## src/rtl/gpr_wb_arbiter_if.sv

```systemverilog
// GPR writeback arbiter bus: two writeback requesters in, one registered GPR write port out.
// master = requester/observer side, slave = arbiter side.
interface gpr_wb_arbiter_if #(
   parameter int unsigned DEPTH  = 2,
   parameter int unsigned ADDR_W = 5,
   parameter int unsigned DATA_W = 32
);
   localparam int unsigned CW = $clog2(DEPTH + 1);

   logic              ex_wb_req;
   logic [ADDR_W-1:0] ex_wb_addr;
   logic [DATA_W-1:0] ex_wb_data;
   logic              mem_wb_req;
   logic [ADDR_W-1:0] mem_wb_addr;
   logic [DATA_W-1:0] mem_wb_data;
   logic              ex_wb_ack;
   logic              mem_wb_ack;
   logic              gpr_we_;
   logic [ADDR_W-1:0] gpr_wr_addr;
   logic [DATA_W-1:0] gpr_wr_data;
   logic              stall;
   logic [CW-1:0]     pend_cnt;

   modport master (
      output ex_wb_req, ex_wb_addr, ex_wb_data,
      output mem_wb_req, mem_wb_addr, mem_wb_data,
      input  ex_wb_ack, mem_wb_ack,
      input  gpr_we_, gpr_wr_addr, gpr_wr_data, stall, pend_cnt
   );

   modport slave (
      input  ex_wb_req, ex_wb_addr, ex_wb_data,
      input  mem_wb_req, mem_wb_addr, mem_wb_data,
      output ex_wb_ack, mem_wb_ack,
      output gpr_we_, gpr_wr_addr, gpr_wr_data, stall, pend_cnt
   );
endinterface

```

## src/rtl/gpr_wb_arbiter.sv

```systemverilog
// Shares one GPR write port between execute and load writebacks, buffering the overflow in a
// small circular FIFO. Priority per cycle: FIFO head, then load, then execute.
module gpr_wb_arbiter #(
   parameter int unsigned DEPTH  = 2,
   parameter int unsigned ADDR_W = 5,
   parameter int unsigned DATA_W = 32
) (
   input logic             clk,
   input logic             reset,
   gpr_wb_arbiter_if.slave bus
);
   localparam int unsigned CW = $clog2(DEPTH + 1);
   localparam int unsigned PW = $clog2(DEPTH);

   logic [ADDR_W-1:0] buf_addr_q [DEPTH];
   logic [DATA_W-1:0] buf_data_q [DEPTH];
   logic [PW-1:0]     rd_ptr_q, rd_ptr_d, wr_ptr_q, wr_ptr_d, wr_ptr_nxt;
   logic [CW-1:0]     cnt_q, cnt_d;
   logic              we_n_q, stall_q, stall_d;
   logic [ADDR_W-1:0] addr_q;
   logic [DATA_W-1:0] data_q;

   logic              m_keep, e_keep, issue, pop;
   logic [ADDR_W-1:0] iss_addr, enq0_addr, enq1_addr;
   logic [DATA_W-1:0] iss_data, enq0_data, enq1_data;
   logic [1:0]        n_enq;

   function automatic logic [PW-1:0] ptr_inc(input logic [PW-1:0] p);
      if (p == PW'(DEPTH - 1)) return '0;
      return p + PW'(1);
   endfunction

   always_comb begin
      int unsigned tot;
      m_keep    = !reset && bus.mem_wb_req && (bus.mem_wb_addr != '0);
      e_keep    = !reset && bus.ex_wb_req && (bus.ex_wb_addr != '0);
      tot       = 32'(cnt_q) + 32'(m_keep) + 32'(e_keep);
      issue     = (tot != 0);
      // Whatever does not issue this cycle must fit in the FIFO; ex is sacrificed first.
      if (e_keep && (tot - 32'(issue) > DEPTH)) begin
         e_keep = 1'b0;
         tot    = tot - 1;
      end
      if (m_keep && (tot - 32'(issue) > DEPTH)) begin
         m_keep = 1'b0;
         tot    = tot - 1;
      end

      pop       = (cnt_q != '0);
      iss_addr  = '0;
      iss_data  = '0;
      enq0_addr = bus.ex_wb_addr;
      enq0_data = bus.ex_wb_data;
      enq1_addr = bus.ex_wb_addr;
      enq1_data = bus.ex_wb_data;
      n_enq     = 2'd0;
      if (pop) begin
         iss_addr = buf_addr_q[rd_ptr_q];
         iss_data = buf_data_q[rd_ptr_q];
         if (m_keep) begin
            enq0_addr = bus.mem_wb_addr;
            enq0_data = bus.mem_wb_data;
         end
         n_enq = {1'b0, m_keep} + {1'b0, e_keep};
      end else if (m_keep) begin
         iss_addr = bus.mem_wb_addr;
         iss_data = bus.mem_wb_data;
         n_enq    = {1'b0, e_keep};
      end else if (e_keep) begin
         iss_addr = bus.ex_wb_addr;
         iss_data = bus.ex_wb_data;
      end

      wr_ptr_nxt = ptr_inc(wr_ptr_q);
      rd_ptr_d   = pop ? ptr_inc(rd_ptr_q) : rd_ptr_q;
      unique case (n_enq)
         2'd1:    wr_ptr_d = wr_ptr_nxt;
         2'd2:    wr_ptr_d = ptr_inc(wr_ptr_nxt);
         default: wr_ptr_d = wr_ptr_q;
      endcase
      cnt_d   = cnt_q - CW'(pop) + CW'(n_enq);
      stall_d = (32'(cnt_d) >= DEPTH - 1);
   end

   // x0 requests are acked but otherwise vanish.
   assign bus.mem_wb_ack = !reset && bus.mem_wb_req && ((bus.mem_wb_addr == '0) || m_keep);
   assign bus.ex_wb_ack  = !reset && bus.ex_wb_req && ((bus.ex_wb_addr == '0) || e_keep);

   always_ff @(posedge clk) begin
      if (reset) begin
         rd_ptr_q <= '0;
         wr_ptr_q <= '0;
         cnt_q    <= '0;
         stall_q  <= 1'b0;
         we_n_q   <= 1'b1;
         addr_q   <= '0;
         data_q   <= '0;
      end else begin
         rd_ptr_q <= rd_ptr_d;
         wr_ptr_q <= wr_ptr_d;
         cnt_q    <= cnt_d;
         stall_q  <= stall_d;
         we_n_q   <= !issue;
         if (issue) begin
            addr_q <= iss_addr;
            data_q <= iss_data;
         end
      end
   end

   always_ff @(posedge clk) begin
      if (n_enq != 2'd0) begin
         buf_addr_q[wr_ptr_q] <= enq0_addr;
         buf_data_q[wr_ptr_q] <= enq0_data;
      end
      if (n_enq == 2'd2) begin
         buf_addr_q[wr_ptr_nxt] <= enq1_addr;
         buf_data_q[wr_ptr_nxt] <= enq1_data;
      end
   end

   assign bus.gpr_we_     = we_n_q;
   assign bus.gpr_wr_addr = addr_q;
   assign bus.gpr_wr_data = data_q;
   assign bus.stall       = stall_q;
   assign bus.pend_cnt    = cnt_q;
endmodule

```

## src/flat_wrapper.sv

```systemverilog
// flat-port wrapper written by rule: the top's interface ports become plain ports
module gpr_wb_arbiter_flat 
#(
   parameter int unsigned DEPTH  = 2,
   parameter int unsigned ADDR_W = 5,
   parameter int unsigned DATA_W = 32
)
  (clk, reset, bus_ex_wb_req, bus_ex_wb_addr, bus_ex_wb_data, bus_mem_wb_req, bus_mem_wb_addr, bus_mem_wb_data, bus_ex_wb_ack, bus_mem_wb_ack, bus_gpr_we_, bus_gpr_wr_addr, bus_gpr_wr_data, bus_stall, bus_pend_cnt);
  gpr_wb_arbiter_if #(.DEPTH(DEPTH), .ADDR_W(ADDR_W), .DATA_W(DATA_W)) bus_i ();
  input logic clk;
  input logic reset;
  input wire logic [$bits(bus_i.ex_wb_req)-1:0] bus_ex_wb_req;
  input wire logic [$bits(bus_i.ex_wb_addr)-1:0] bus_ex_wb_addr;
  input wire logic [$bits(bus_i.ex_wb_data)-1:0] bus_ex_wb_data;
  input wire logic [$bits(bus_i.mem_wb_req)-1:0] bus_mem_wb_req;
  input wire logic [$bits(bus_i.mem_wb_addr)-1:0] bus_mem_wb_addr;
  input wire logic [$bits(bus_i.mem_wb_data)-1:0] bus_mem_wb_data;
  output wire logic [$bits(bus_i.ex_wb_ack)-1:0] bus_ex_wb_ack;
  output wire logic [$bits(bus_i.mem_wb_ack)-1:0] bus_mem_wb_ack;
  output wire logic [$bits(bus_i.gpr_we_)-1:0] bus_gpr_we_;
  output wire logic [$bits(bus_i.gpr_wr_addr)-1:0] bus_gpr_wr_addr;
  output wire logic [$bits(bus_i.gpr_wr_data)-1:0] bus_gpr_wr_data;
  output wire logic [$bits(bus_i.stall)-1:0] bus_stall;
  output wire logic [$bits(bus_i.pend_cnt)-1:0] bus_pend_cnt;
  assign bus_i.ex_wb_req = bus_ex_wb_req;
  assign bus_i.ex_wb_addr = bus_ex_wb_addr;
  assign bus_i.ex_wb_data = bus_ex_wb_data;
  assign bus_i.mem_wb_req = bus_mem_wb_req;
  assign bus_i.mem_wb_addr = bus_mem_wb_addr;
  assign bus_i.mem_wb_data = bus_mem_wb_data;
  assign bus_ex_wb_ack = bus_i.ex_wb_ack;
  assign bus_mem_wb_ack = bus_i.mem_wb_ack;
  assign bus_gpr_we_ = bus_i.gpr_we_;
  assign bus_gpr_wr_addr = bus_i.gpr_wr_addr;
  assign bus_gpr_wr_data = bus_i.gpr_wr_data;
  assign bus_stall = bus_i.stall;
  assign bus_pend_cnt = bus_i.pend_cnt;
  gpr_wb_arbiter #(.DEPTH(DEPTH), .ADDR_W(ADDR_W), .DATA_W(DATA_W)) u_core (.clk(clk), .reset(reset), .bus(bus_i));
endmodule
```

## config.mk

```make
export PLATFORM = sky130hd
export DESIGN_NAME = gpr_wb_arbiter_flat
export DESIGN_NICKNAME = d
export VERILOG_FILES = /design/src/rtl/gpr_wb_arbiter_if.sv /design/src/rtl/gpr_wb_arbiter.sv /design/src/flat_wrapper.sv
export SDC_FILE = /design/constraint.sdc
export NUM_CORES = 1
export LEC_CHECK = 0
export CORE_MARGIN = 1.5
export CORE_UTILIZATION = 39
export DETAILED_ROUTE_END_ITERATION = 16
export GPL_TIMING_DRIVEN = 0
export SLEW_MARGIN = 15
export SYNTH_ARGS = -nofsm -noshare
export SYNTH_HDL_FRONTEND = slang
export SYNTH_SLANG_ARGS = --single-unit
```

## constraint.sdc

```tcl
create_clock -name clk -period 8.95 [get_ports clk]
set_input_delay 0.895 -clock clk [delete_from_list [all_inputs] [get_ports clk]]
set_output_delay 0.895 -clock clk [all_outputs]
set_load 0.05 [all_outputs]
```

==> summary.md <==
| Metric | Value |
|---|---|
| Vias in the first global route | `5,207` |
| Fraction of registers with async set/reset | `0` |
| Normalized max-slew margin | `0.404` |
| Routed vias/inst | `between 5 and 6` |
| Iter 0 DRT Violations | `about 440` |
| CTS sink count | `118` |
| Syn Inst Count | `517` |
| Initial antenna violation count | `0` |
| Combinational power share | `0.135` |
| RSZ-0062 raised after global routing | `no` |
| Post-Syn Nets | `611` |
| Final Skew | `approximately 0.0085 ns` |
| CP max stage cell | `clkdlybuf4s50_1` |
| Crit path top cell by count | `ha_1` |
| Synth cell types | `45` |
| Post-synth top flop | `edfxtp_1` |
| Sequential cell fraction of total power | `0.376` |
| Clk pwr share | `0.489` |
| Peak Freq | `between 100 and 150 MHz` |
| Fin Hold WS | `about 0.55 ns` |
| Max VDD drop | `0.141 mV` |
| Worst-path maximum fanout | `10` |
| Register bit total from synthesis | `118` |
| Post-CTS Setup Bufs | `0` |
| Ys Warns | `0` |
| Initial core utilization | `0.397` |
| Via count | `5,080` |
| Drc violations | `0` |
| Detailed-route wire length per cell | `approximately 21 um` |
| Post-synthesis sequential area ratio | `0.495` |
| Kind of cell adding the most delay to the critical path | `adder cells` |
| Post-Syn Area | `6270 um^2` |
| Half-perimeter wire length after placement | `12.4 mm` |
| Antenna Nets Post-Route | `0` |
| CP Capture Type | `output port` |
| P_leak | `~2.9 nW` |
| IO Pins | `121` |
| CP bufs+invs | `4` |
| Worst Tran Pin Value | `0.891 ns` |
| Largest net degree at the start of global routing | `20` |
| Core ar. | `15,800 um^2` |
| CP Launch Type | `input pin` |
| CTS tree | `done` |
| # port buffers | `approximately 120` |
| Hold Crit Class | `flop to flop` |
| Clock-pin slew of the registers on the worst-case setup and hold paths | `0.05 ns` |
| Nets | `753` |
| CP arrival | `7.48 ns` |
| Final Max Slew Viols | `0` |
| Slowest stage delay, CP | `0.81 ns` |
| Post-synth EDFFs | `74` |
| First-pass GRT wire length | `28.2 mm` |
| H-Tree Depth | `4` |
| Drt total wl | `18.3 mm` |
| Net switching power | `0.359 mW` |
| Gpl congestion | `just under 0.8` |
| Share of layout cells above drive strength 1 | `0.220` |
| Tot GR Track Use | `0.223` |
| Worst-Skew Late Latency | `0.42 ns` |
| Std cell rows | `between 40 and 50` |
| Synth-to-Final Area Change | `36.1%` |
| Filler cells | `1,415` |
| Setup TNS | `0 ns` |
| Final Hold Viols | `0` |
| Dpl cells | `856` |
| Clk root buf | `clkbuf_16` |
| Deepest clock path buffer count | `2` |
| Fin crit share | `0.936` |
| Syn_area_per_cell | `12.1 um^2` |
| Outcome | `completed` |
| Die height | `roughly 130 um` |
| Sw Ratio | `0.228` |
| Int Pwr | `1.21 mW` |
| Power per Cell Area | `184 nW/um^2` |
| Finished Layout Cells | `888` |
| Worst EP required | `8.06 ns` |
| Global route total overflow | `0` |
| N_diodes | `0` |
| Final worst path period need | `around 8.4 ns` |
| Finish-stage setup viols | `0` |
| Max Cap Violations | `0` |
| Pre-antenna DRT Iters | `5` |
| Final core occ | `0.541` |
| CTS Buf Count | `17` |
| Die Area | `16,800 um^2` |
| Width of the die | `130 um` |
| Crit path kind | `input pin to output port` |
metal layers:
layer	share of wire	vias to the layer above	global-route usage
met1	0.43	2518	0.290
li1	-	2332	-
met4	0.013	0	0.0830
met2	0.49	212	0.364
met3	0.063	18	0.0513
met5	0	-	0
worst min-delay path, delay by kind of cell (launching register included):
kind	cells	cell delay [ns]
AND/OR/NAND/NOR	1	0.08
XOR/XNOR	1	0.10
flip-flops	1	0.33
synth_stat cells, types with 2 or more instances:
library cell	n	area, um^2
mux2_2	94	1060
edfxtp_1	74	2220
dfxtp_1	44	881
nand2_1	44	165
o22ai_1	39	244
a211oi_1	37	278
a221oi_1	37	324
clkbuf_1	24	90.1
mux2_1	17	191
ha_1	15	188
nor2_1	14	52.6
inv_1	9	33.8
buf_6	7	78.8
a21oi_1	6	30.0
buf_2	6	30.0
nand2b_1	5	31.3
xnor2_1	5	43.8
buf_4	3	22.5
nor3_1	3	15.0
a211o_1	2	17.5
and3_1	2	12.5
mux2i_1	2	20.0
nand3b_1	2	15.0
nor2b_1	2	12.5
o21ai_0	2	10.0
or2_2	2	12.5
xor2_1	2	17.5
power by group through the flow:
stage	Combinational [mW]	Clock [mW]	Sequential [mW]
global route	0.228	0.806	0.591
CTS	0.211	0.778	0.591
floorplan	0.101	0	0.620
finish	0.213	0.769	0.591
detailed placement	0.210	0	0.602
global placement	0.203	0	0.602
path summary, 6_finish.rpt:
path,slack (ns),cells past startpoint,to,start
setup / recovery,0.57,26,bus_mem_wb_ack,bus_mem_wb_addr[0]
setup reg to reg,1.77,28,u_core.buf_data_q[1][18]$_DFFE_PP_,u_core.bus.pend_cnt[0]$_SDFF_PP0_
hold / removal,0.55,2,flop,u_core.rd_ptr_q$_SDFFE_PP0N_
hold reg to reg,0.55,2,flop,u_core.rd_ptr_q$_SDFFE_PP0N_
final cells by class:
class                      instances  area [um^2]  area share
sequential                       118         3100       0.364
multi-input combinational        348         2930       0.344
timing repair buffer             123         1300       0.153
clock buffer                      21          460      0.0540
tap                              216          270      0.0317
buffer                            41          225      0.0264
clock inverter                    11          203      0.0238
inverter                          10         37.5     0.00440
metrics by stage:
step / instance area, um^2 / worst slack, ns / total power [mW]
2_1_floorplan: 6270 / 0.927 / 0.721
3_3_place_gp: 7730 / -1.96 / 0.805
3_5_place_dp: 7870 / 0.223 / 0.811
4_1_cts: 8530 / 0.495 / 1.58
5_1_grt: 8530 / 0.133 / 1.62
6_report: 8530 / 0.572 / 1.57
sequential cells by signal, indices dropped and copies added (netlist names), named ones only:
register                flops
u_core.bus.pend_cnt         2
u_core.bus.gpr_wr_data     32
u_core.bus.gpr_we_          1
u_core.wr_ptr_q             1
u_core.bus.stall            1
u_core.bus.gpr_wr_addr      5
u_core.rd_ptr_q             1
u_core.buf_addr_q          10
u_core.buf_data_q          64
placed cells by master (no fill, tap or decap), types with 3 or more instances in the layout:
cell | synthesis | layout
dfxtp_1 | 44 | 44
nand2_1 | 44 | 44
clkinv_2 | 0 | 3
buf_6 | 7 | 7
a21oi_1 | 6 | 6
inv_1 | 9 | 9
bufinv_16 | 0 | 6
buf_4 | 3 | 3
clkbuf_1 | 24 | 26
edfxtp_1 | 74 | 74
a211oi_1 | 37 | 37
nand2b_1 | 5 | 5
ha_1 | 15 | 15
nor2_1 | 14 | 14
a221oi_1 | 37 | 37
clkinv_1 | 1 | 3
clkdlybuf4s50_1 | 0 | 119
buf_2 | 6 | 6
clkbuf_16 | 0 | 17
xnor2_1 | 5 | 5
buf_16 | 0 | 4
nor3_1 | 3 | 3
mux2_1 | 17 | 17
mux2_2 | 94 | 94
o22ai_1 | 39 | 37
cells by family (layout without fill, tap and decap cells):
logic type                 count (synthesis)  count (layout)  synth area share
AOI/OAI and AO/OA                        133             133             0.159
DFF                                      118             118             0.495
and+or+nand+nor                           79              79            0.0587
adders and majority gates                 16              16            0.0331
muxes                                    113             113             0.203
xor gates and xnor gates                   7               7           0.00978
buffers and inverters                     51             206            0.0419
what timing repair did:
item | 4_1_cts | 5_1_grt
gates resized for setup | 0 | 1
hold buffers | 0 | 0
endpoints found under the setup margin | 0 | 27
Note: power is estimated with default switching activity, not from simulation.
